===== src/rtl/expr_vector_sequencer.sv =====
// Drives LFSR operand vectors into a wrapped expression datapath and compacts each
// 90-bit result into a 32-bit MISR signature that is checked against a golden value.
module expr_vector_sequencer #(
    parameter int          LAT       = 0,
    parameter int          CNT_W     = 16,
    parameter logic [31:0] MISR_POLY = 32'h04C11DB7
) (
    input  logic             clk,
    input  logic             rst,
    input  logic             start,
    input  logic             abort,
    input  logic [CNT_W-1:0] num_vectors,
    input  logic [31:0]      seed,
    input  logic [31:0]      expected_sig,
    output logic [29:0]      a_bus,
    output logic [29:0]      b_bus,
    input  logic [89:0]      y_in,
    output logic             busy,
    output logic             done,
    output logic             pass,
    output logic [31:0]      signature,
    output logic [CNT_W-1:0] vec_count
);
    localparam int            WW    = (LAT > 0) ? $clog2(LAT + 1) : 1;
    localparam logic [WW-1:0] LAT_V = WW'(LAT);

    // Handshake: start is a level sampled only in IDLE/DONE; abort cancels a run
    // on the next edge and wins over both start and a pending sample.
    typedef enum logic [1:0] {IDLE = 2'd0, RUN = 2'd1, DONE = 2'd2} state_t;
    state_t state, state_nx;

    logic [CNT_W-1:0] num_q;
    logic [63:0]      lfsr, lfsr_nx, lfsr_seed;
    logic [WW-1:0]    wait_cnt;
    logic             sample, last, launch;
    logic [31:0]      fold, sig_nx;

    assign lfsr_seed = {seed, ~seed};
    assign lfsr_nx   = {lfsr[62:0], lfsr[63] ^ lfsr[62] ^ lfsr[60] ^ lfsr[59]};
    assign sample    = (state == RUN) && (wait_cnt == LAT_V);
    assign last      = sample && ((vec_count + CNT_W'(1)) == num_q);
    assign launch    = (state != RUN) && start && !abort;
    assign fold      = y_in[31:0] ^ y_in[63:32] ^ {6'b0, y_in[89:64]};
    assign sig_nx    = {signature[30:0], 1'b0} ^ (signature[31] ? MISR_POLY : 32'h0) ^ fold;

    assign busy = (state == RUN);
    assign done = (state == DONE);
    assign pass = (state == DONE) && (signature == expected_sig);

    always_ff @(posedge clk or posedge rst) begin
        if (rst) state <= IDLE;
        else     state <= state_nx;
    end

    always_comb begin
        state_nx = state;
        case (state)
            IDLE, DONE: begin
                if (abort)      state_nx = IDLE;
                else if (start) state_nx = (num_vectors == '0) ? DONE : RUN;
            end
            RUN: begin
                if (abort)     state_nx = IDLE;
                else if (last) state_nx = DONE;
            end
            default: state_nx = IDLE;
        endcase
    end

    // The first vector is the seed image itself; the LFSR steps only between vectors.
    always_ff @(posedge clk or posedge rst) begin
        if (rst) begin
            num_q     <= '0;
            lfsr      <= '0;
            a_bus     <= '0;
            b_bus     <= '0;
            wait_cnt  <= '0;
            signature <= 32'hFFFFFFFF;
            vec_count <= '0;
        end else if (launch) begin
            num_q     <= num_vectors;
            signature <= 32'hFFFFFFFF;
            vec_count <= '0;
            if (num_vectors != '0) begin
                lfsr     <= lfsr_seed;
                a_bus    <= lfsr_seed[29:0];
                b_bus    <= lfsr_seed[59:30];
                wait_cnt <= '0;
            end
        end else if (sample && !abort) begin
            signature <= sig_nx;
            vec_count <= vec_count + CNT_W'(1);
            if (!last) begin
                lfsr     <= lfsr_nx;
                a_bus    <= lfsr_nx[29:0];
                b_bus    <= lfsr_nx[59:30];
                wait_cnt <= '0;
            end
        end else if (state == RUN && !abort) begin
            wait_cnt <= wait_cnt + WW'(1);
        end
    end
endmodule

===== config.mk =====
export PLATFORM = sky130hd
export DESIGN_NAME = expr_vector_sequencer
export DESIGN_NICKNAME = d
export VERILOG_FILES = /design/src/rtl/expr_vector_sequencer.sv
export SDC_FILE = /design/constraint.sdc
export NUM_CORES = 1
export LEC_CHECK = 0
export ABC_AREA = 1
export CORE_UTILIZATION = 35
export CTS_BUF_LIST = sky130_fd_sc_hd__clkbuf_4 sky130_fd_sc_hd__clkbuf_8
export DETAILED_ROUTE_END_ITERATION = 16
export GPL_TIMING_DRIVEN = 1
export PLACE_DENSITY_LB_ADDON = 0.2
export SETUP_SLACK_MARGIN = 0.15
export SYNTH_ARGS = -nofsm -noshare
export SYNTH_HDL_FRONTEND = slang
export SYNTH_SLANG_ARGS = --single-unit

===== constraint.sdc =====
create_clock -name clk -period 5.55 [get_ports clk]
set_input_delay 1.665 -clock clk [delete_from_list [all_inputs] [get_ports clk]]
set_output_delay 1.665 -clock clk [all_outputs]
set_load 0.02 [all_outputs]

### After elaboration in Yosys (flattened, before gate mapping)

Index checks and enable logic that the tools add are counted.

* register bits after elaboration: 191
* latch bits: 0
* bits in writable memories: 0
* ROM bits: 0
* output and inout bits: 111
* memories: 0

* add/sub/neg operators: 2
* multipliers: 0
* divide/modulo/power cells: 0
* magnitude comparators: 0
* equal/unequal tests: 10
* shift-type cells: 0
* muxes and demuxes: 28
* bitwise logic cells: 9
* reductions and logical operators: 17

Operator list (count)
* $mux W64: 4
* $mux W30: 8
* $mux W32: 2
* $xor A32 B32 Y32: 2
* $eq A32 B32 Y1: 1
* $mux W16: 2
* $not A32 Y32: 1
* $xor A32 B26 Y32: 1
* $xor A32 B27 Y32: 1
* $mux W27: 1
* $add A16 B1 Y16 const B: 1
* $eq A16 B16 Y1: 1
* $logic_not A16 Y1: 1
* $reduce_bool A16 Y1: 1
* $mux W2: 5
* $logic_and A1 B1 Y1: 7
* $ne A2 B1 Y1 const B: 3
* $ne A3 B3 Y1 const B: 2
* $reduce_and A3 Y1: 2
* $mux W1: 5
* $pmux W2 S2: 1
* $ne A3 B2 Y1 const B: 1
* $reduce_bool A3 Y1: 1
* $xor A1 B1 Y1: 3
* other kinds (9): 9

### Logic depth before layout (Yosys ltp)

* depth after elaboration: 6
* mapped depth: 17
* depth with buffers taken out: 16

### Worst setup path before layout

OpenSTA, ideal clock, no wires.

* path type: input to output
* start: in expected_sig[31]
* end: out pass
* arrival time: 2.612 ns
* slack: 1.273 ns
* cell stages on the path: 4
* path buffers: 0
* cell sequence: or2_2 > a221oi_1 > nand3_1 > nor2_1

* word-level cells in the longest chain between the ends: 2

RTL lines
* start: declaration: line 14 `input logic [31:0] expected_sig,`
* $eq A32 B32 Y1: line 48 `assign pass = (state == DONE) && (signature == expected_sig);`
* $logic_and A1 B1 Y1: line 48
* end: declaration: line 20 `output logic pass,`

No other way between the ends.

### Worst setup path after layout

* start: in expected_sig[13]
* end: out pass

The elaborated chain is that of the path after synthesis.

==> impl_metrics.csv <==
group,metric,value,unit
outcome,status,"finished clean",
final_layout,stdcell_area,11400,µm²
die,fp-row-count,56,
die,start_util,35.8,%
pwr,p_sw_share,44.3,%
sta,rsz0062_at_grt,"false",
setup_path,crit_chain,"clkdlybuf4s50_1 > xnor2_1 > nand3_1 > a2111oi_1 > nand3_1 > nor2_1 > clkdlybuf4s50_1",
sta,worstMarginPinSlew,1.11,ns
setup_path,worstSetupPathType,"in2out",
synthesis,synth_area_leaders,"dfrtp_1 (29%), nand2_1 (16%), dfstp_2 (9.9%), xor2_1 (6.6%), xnor2_1 (5.6%)",
pwr,intPower,0.00303,W
sta,hold_violations,0,
die,core,23600,µm²
grt,grt_pass1_vias,7560,
hold_path,hp-class,"reg2reg",
placed_design,place_congestion,0.891,
sta,drv_slew,0,
synthesis,yosysSeqAreaShare,39.2,%
final_layout,fin_nets,1484,
sta,fin_crit,5.37,ns
setup_path,cp.required,3.88,ns
pwr,combPwrFrac,51.4,%
placed_design,placed_cell_area,11100,µm²
synthesis,synth_warnings,0,
synthesis,synth_edf_count,0,
sta,min_period_over_period,96.7,%
synthesis,synth.avg_cell_area,7.64,µm²
clocking,cts_sinks,131,
pwr,sequentialPowerShare,34.8,%
grt,grt.overflow.total,0,
synthesis,ys_dominant_reg_cell,"dfrtp_1",
final_layout,drive_gt1_share,7.87,%
synthesis,synth_area,8460,µm²
pwr,ir_drop,0.232,mV
final_layout,area_delta_synth_final,35.0,%
pwr,clockPowerShare,13.8,%
placed_design,dp.cells,1609,
sta,holdWs,0.474,ns
setup_path,worstSetupStartpointType,"primary input",
grt,grt_pass1_wl,41700,µm
run,cap_viol_max_count,0,
synthesis,synth_most_common_cell,"nand2_1",
clocking,cts_hold_buf,0,
synthesis,synth_top_area_share,29.3,%
sta,slew_headroom,25.9,%
synthesis,ys_top_cells_by_count,"nand2_1 (368), dfrtp_1 (99), o21ai_0 (93), nand3_1 (88), inv_1 (70)",
drt,ant_nets,0,
synthesis,synth-async-reset-ratio,100,%
setup_path,worst-path-buf-inv,2,
synthesis,syn-num-nets,1283,
die,die_y,158,µm
sta,fin_ws,0.184,ns
synthesis,synth_cell_type_count,39,
synthesis,syn_inst,1108,
placed_design,io_buffer_count,284,
sta,final-setup-viol-count,0,
grt,grt_max_degree,119,
placed_design,dp_hpwl,18900,µm
setup_path,slowest_delay,0.60,ns
clocking,clock_latency,0.45,ns
drt,vias_per_cell,4.74,
drt,route.detailed.drc,0,
sta,fmax,0.186,GHz
die,die_w,158,µm
synthesis,synth-seq-cells,131,
grt,antenna_found_initial,1,
clocking,post_cts_buffers,0,
pwr,net-switching-power,0.00240,W
clocking,cts_buffers,17,
sta,fin_tns_setup,0,ns
clocking,cts-root-buf,"clkbuf_8",
die,die-area,24800,µm²
clocking,clockBufferDepth,2,
clocking,cts_tree,"done",
placed_design,place_ws,0.161,ns
final_layout,finalNonFillerCells,1642,
setup_path,worstPathArrival,3.70,ns
setup_path,worstPathMaxFanout,1,
setup_path,crit_family,"buffers and inverters",
pwr,p_leak,5.12,nW
drt,wirelength,26300,µm
synthesis,yosysTopAreaCell,"dfrtp_1",
die,io_pins,285,
setup_path,worstSetupEndpointType,"output pin",
clocking,cts_max_level,4,
drt,firstDrtPassIters,5,
setup_path,slowest_stage,"clkdlybuf4s50_1",
sta,fin_skew,0.0186,ns
drt,drt_iter0_markers,486,
clocking,path_clk_slew,0.07,ns
pwr,power_density,475,nW/µm²
drt,num_vias,7782,
grt,grt_usage,22.0,%
drt,routedWlPerCell,16.0,µm
metal layers:
metal	up-vias	wire length [µm]	track usage [%]
met2	237	12400	35.1
li1	3894	-	-
met5	-	0	0
met3	26	1420	4.65
met4	0	469	5.78
met1	3625	12000	30.1
cell usage in the layout (no fill, tap or decap), types with 3 or more instances in the layout:
cell	instances
a21oi_1	19
a221oi_1	7
buf_4	7
clkbuf_8	17
clkdlybuf4s50_1	284
clkinv_2	3
clkinv_4	4
clkinvlp_4	4
dfrtp_1	99
dfstp_2	32
inv_1	69
inv_2	4
inv_6	3
nand2_1	368
nand2_2	3
nand3_1	87
nand3_2	10
nand3b_1	3
nand4_1	12
nor2_1	25
nor2_2	4
o21a_1	5
o21ai_0	93
o22ai_1	16
or2_2	4
xnor2_1	54
xor2_1	64
sequential cells by signal, indices dropped and copies added, names as in the netlist:
register,cells
num_q,16
lfsr,6
vec_count,16
signature,32
state,2
wait_cnt,1
b_bus,29
a_bus,29
timing repair:
action / 4_1_cts / 5_1_grt
gates resized for setup: 1 / 1
setup endpoints to repair: 1 / 1
pin swaps: 0 / 0
worst min-delay path, stage by stage (launching register included):
cell and delay (ns):
dfrtp_1 0.34, nand2_1 0.05, nand2_1 0.05
through the flow:
step           power [W]  util [%]
2_1_floorplan    0.00378         -
4_1_cts          0.00549      48.4
3_3_place_gp     0.00469      46.9
6_report         0.00543      48.4
5_1_grt          0.00586      48.4
3_5_place_dp     0.00472      46.9
final cells by class:
type                    count  area, µm²
clock buffers              18        241
repair buffers            292       2920
diodes                      1       2.50
multi-input cells         793       4160
fillers                  2352      12200
flip-flops and latches    131       3320
inverters                  74        283
well taps                 319        399
clock inverters            14        109
power groups by stage:
stage / registers (W) / logic [W] / clock network, W
6_report: 0.00189 / 0.00279 / 0.000749
5_1_grt: 0.00196 / 0.00308 / 0.000822
4_1_cts: 0.00190 / 0.00282 / 0.000773
3_5_place_dp: 0.00190 / 0.00282 / 0
3_3_place_gp: 0.00190 / 0.00279 / 0
2_1_floorplan: 0.00189 / 0.00189 / 0
final timing paths:
| kind | from | to | slack [ns] | depth (start not counted) |
|---|---|---|---|---|
| setup / recovery | expected_sig[13] | pass | 0.18 | 7 |
| hold / removal | lfsr[61] | lfsr[61] | 0.47 | 2 |
| setup reg to reg | vec_count[0] | state[1] | 2.74 | 13 |
| hold reg to reg | lfsr[61] | lfsr[61] | 0.47 | 2 |
| max in group asynchronous | rst | lfsr[59] | 3.07 | 3 |
| min in group asynchronous | rst | num_q[3] | 1.69 | 2 |
cells by family after synthesis:
kind of cell,count (synthesis),share of synthesized area (%)
flops,131,39.2
compound gates,149,9.76
xor+xnor,120,12.7
fa+ha+maj,1,0.148
simple gates,523,26.4
buf+inv,184,11.9
(Power assumes the default switching activity.)
==> RTL edit (same flow settings) <==
Register the outputs `busy`, `done` and `pass`, with the module's reset; this adds one clock of latency there. The other outputs are not delayed to match.
--- a/src/rtl/expr_vector_sequencer.sv
+++ b/src/rtl/expr_vector_sequencer.sv
@@ -43,9 +43,17 @@
     assign fold      = y_in[31:0] ^ y_in[63:32] ^ {6'b0, y_in[89:64]};
     assign sig_nx    = {signature[30:0], 1'b0} ^ (signature[31] ? MISR_POLY : 32'h0) ^ fold;
 
-    assign busy = (state == RUN);
-    assign done = (state == DONE);
-    assign pass = (state == DONE) && (signature == expected_sig);
+    always_ff @(posedge clk or posedge rst) begin
+        if (rst) begin
+            busy <= '0;
+            done <= '0;
+            pass <= '0;
+        end else begin
+            busy <= (state == RUN);
+            done <= (state == DONE);
+            pass <= (state == DONE) && (signature == expected_sig);
+        end
+    end
 
     always_ff @(posedge clk or posedge rst) begin
         if (rst) state <= IDLE;
Behaviour: not the same (Yosys sat finds a counterexample within 4 cycles, from zero or initial values and one cycle with rst high).
==> RTL edit against the unedited design <==
- power is 0.10% lower
- clock skew is 0.0014 ns lower
- critical endpoint is now signature[31]
- routed wire length is 3.1% higher
- clock power is 19% higher
- critical path type is now flop to primary output
- design area is 1.9% higher
- setup slack better by 1.6 ns
- sequential cell count is 3 higher
- first-iteration DRC count is 2.7% lower
- synthesized area is 1.9% higher
==> RTL edit: results <==
[route]
drt-met1-wl_mm = 11.4
dr_wl_met3_mm = 1.87
vias_per_cell = 4.78
wl_met2_mm = 13.4
drt-pass1-iter-count = 7
post_drt_wl_per_cell_um = 16.2

[layout]
multiInputGateArea_um2 = 4270
fin_nets = 1512
num-multi-input-gates = 830
clock_area_share_pct = 3.65
n_all_inverters = 61
buffer_area_share_pct = 25.0
n_all_buffers = 293
drive_above_1_share_pct = 8.37
nClkBuffers = 19

[pwr]
vdd_ir_drop_max_uv = 171

[placement]
dp.cells = 1642
place_congestion = 0.897
dpl.hpwl_mm = 19.9

[setup_path]
crit_start = "signature[31]"
crit_family = "flip-flops"
cpMaxStageDelayCell = "dfstp_2"
r2r_end = "a_bus[3]"
cp_max_fo = 18
cp_slowest_stage_delay_ns = 0.92
crit_end = "signature[31]"

[logic_synthesis]
synthTopCellsByArea = "dfrtp_1, nand2_1, dfstp_2"
synth_nets = 1310

[run_status]
outcome = "finished, final reports clean"

[global_route]
first_global_vias = 7893
track_usage_pct = 21.9

[hold_path]
hold_path.startpoint = "num_q[5]"

[sta]
fin_skew_ns = 0.0172
## RTL edit: changes by cell type after synthesis, sizes merged, moves of 4 or more
cell	change
nor2	+9
inv	-13
xnor2	-7
nor4	+4
nand2	+34
## RTL edit: where the power goes
group | internal (uW) | switching (uW)
Sequential | 1430 | 424
Combinational | 1190 | 1490
Clock | 468 | 428
## RTL edit: per-stage QoR
stage / utilization (%) / hold slack [ns] / setup WS [ns] / area [um^2]
floorplan: - / 0.442 / 0.355 / 8620
global placement: 46.2 / 0.457 / 1.39 / 11200
detailed placement: 46.2 / 0.466 / 1.40 / 11200
CTS: 48.0 / 0.495 / 1.75 / 11600
global route: 48.0 / 0.529 / 1.64 / 11600
finish: 48.0 / 0.496 / 1.80 / 11600
## RTL edit: kinds of logic (layout without fill, tap and decap cells)
family          Yosys count  after routing  share of synthesized area [%]
compound gates          145            145                           9.20
buf+inv                 171            386                           11.2
xor+xnor                112            112                           11.4
fa+ha+maj                 1              1                          0.145
flops                   134            134                           39.3
other cells               0              1                              0
simple gates            572            572                           28.7
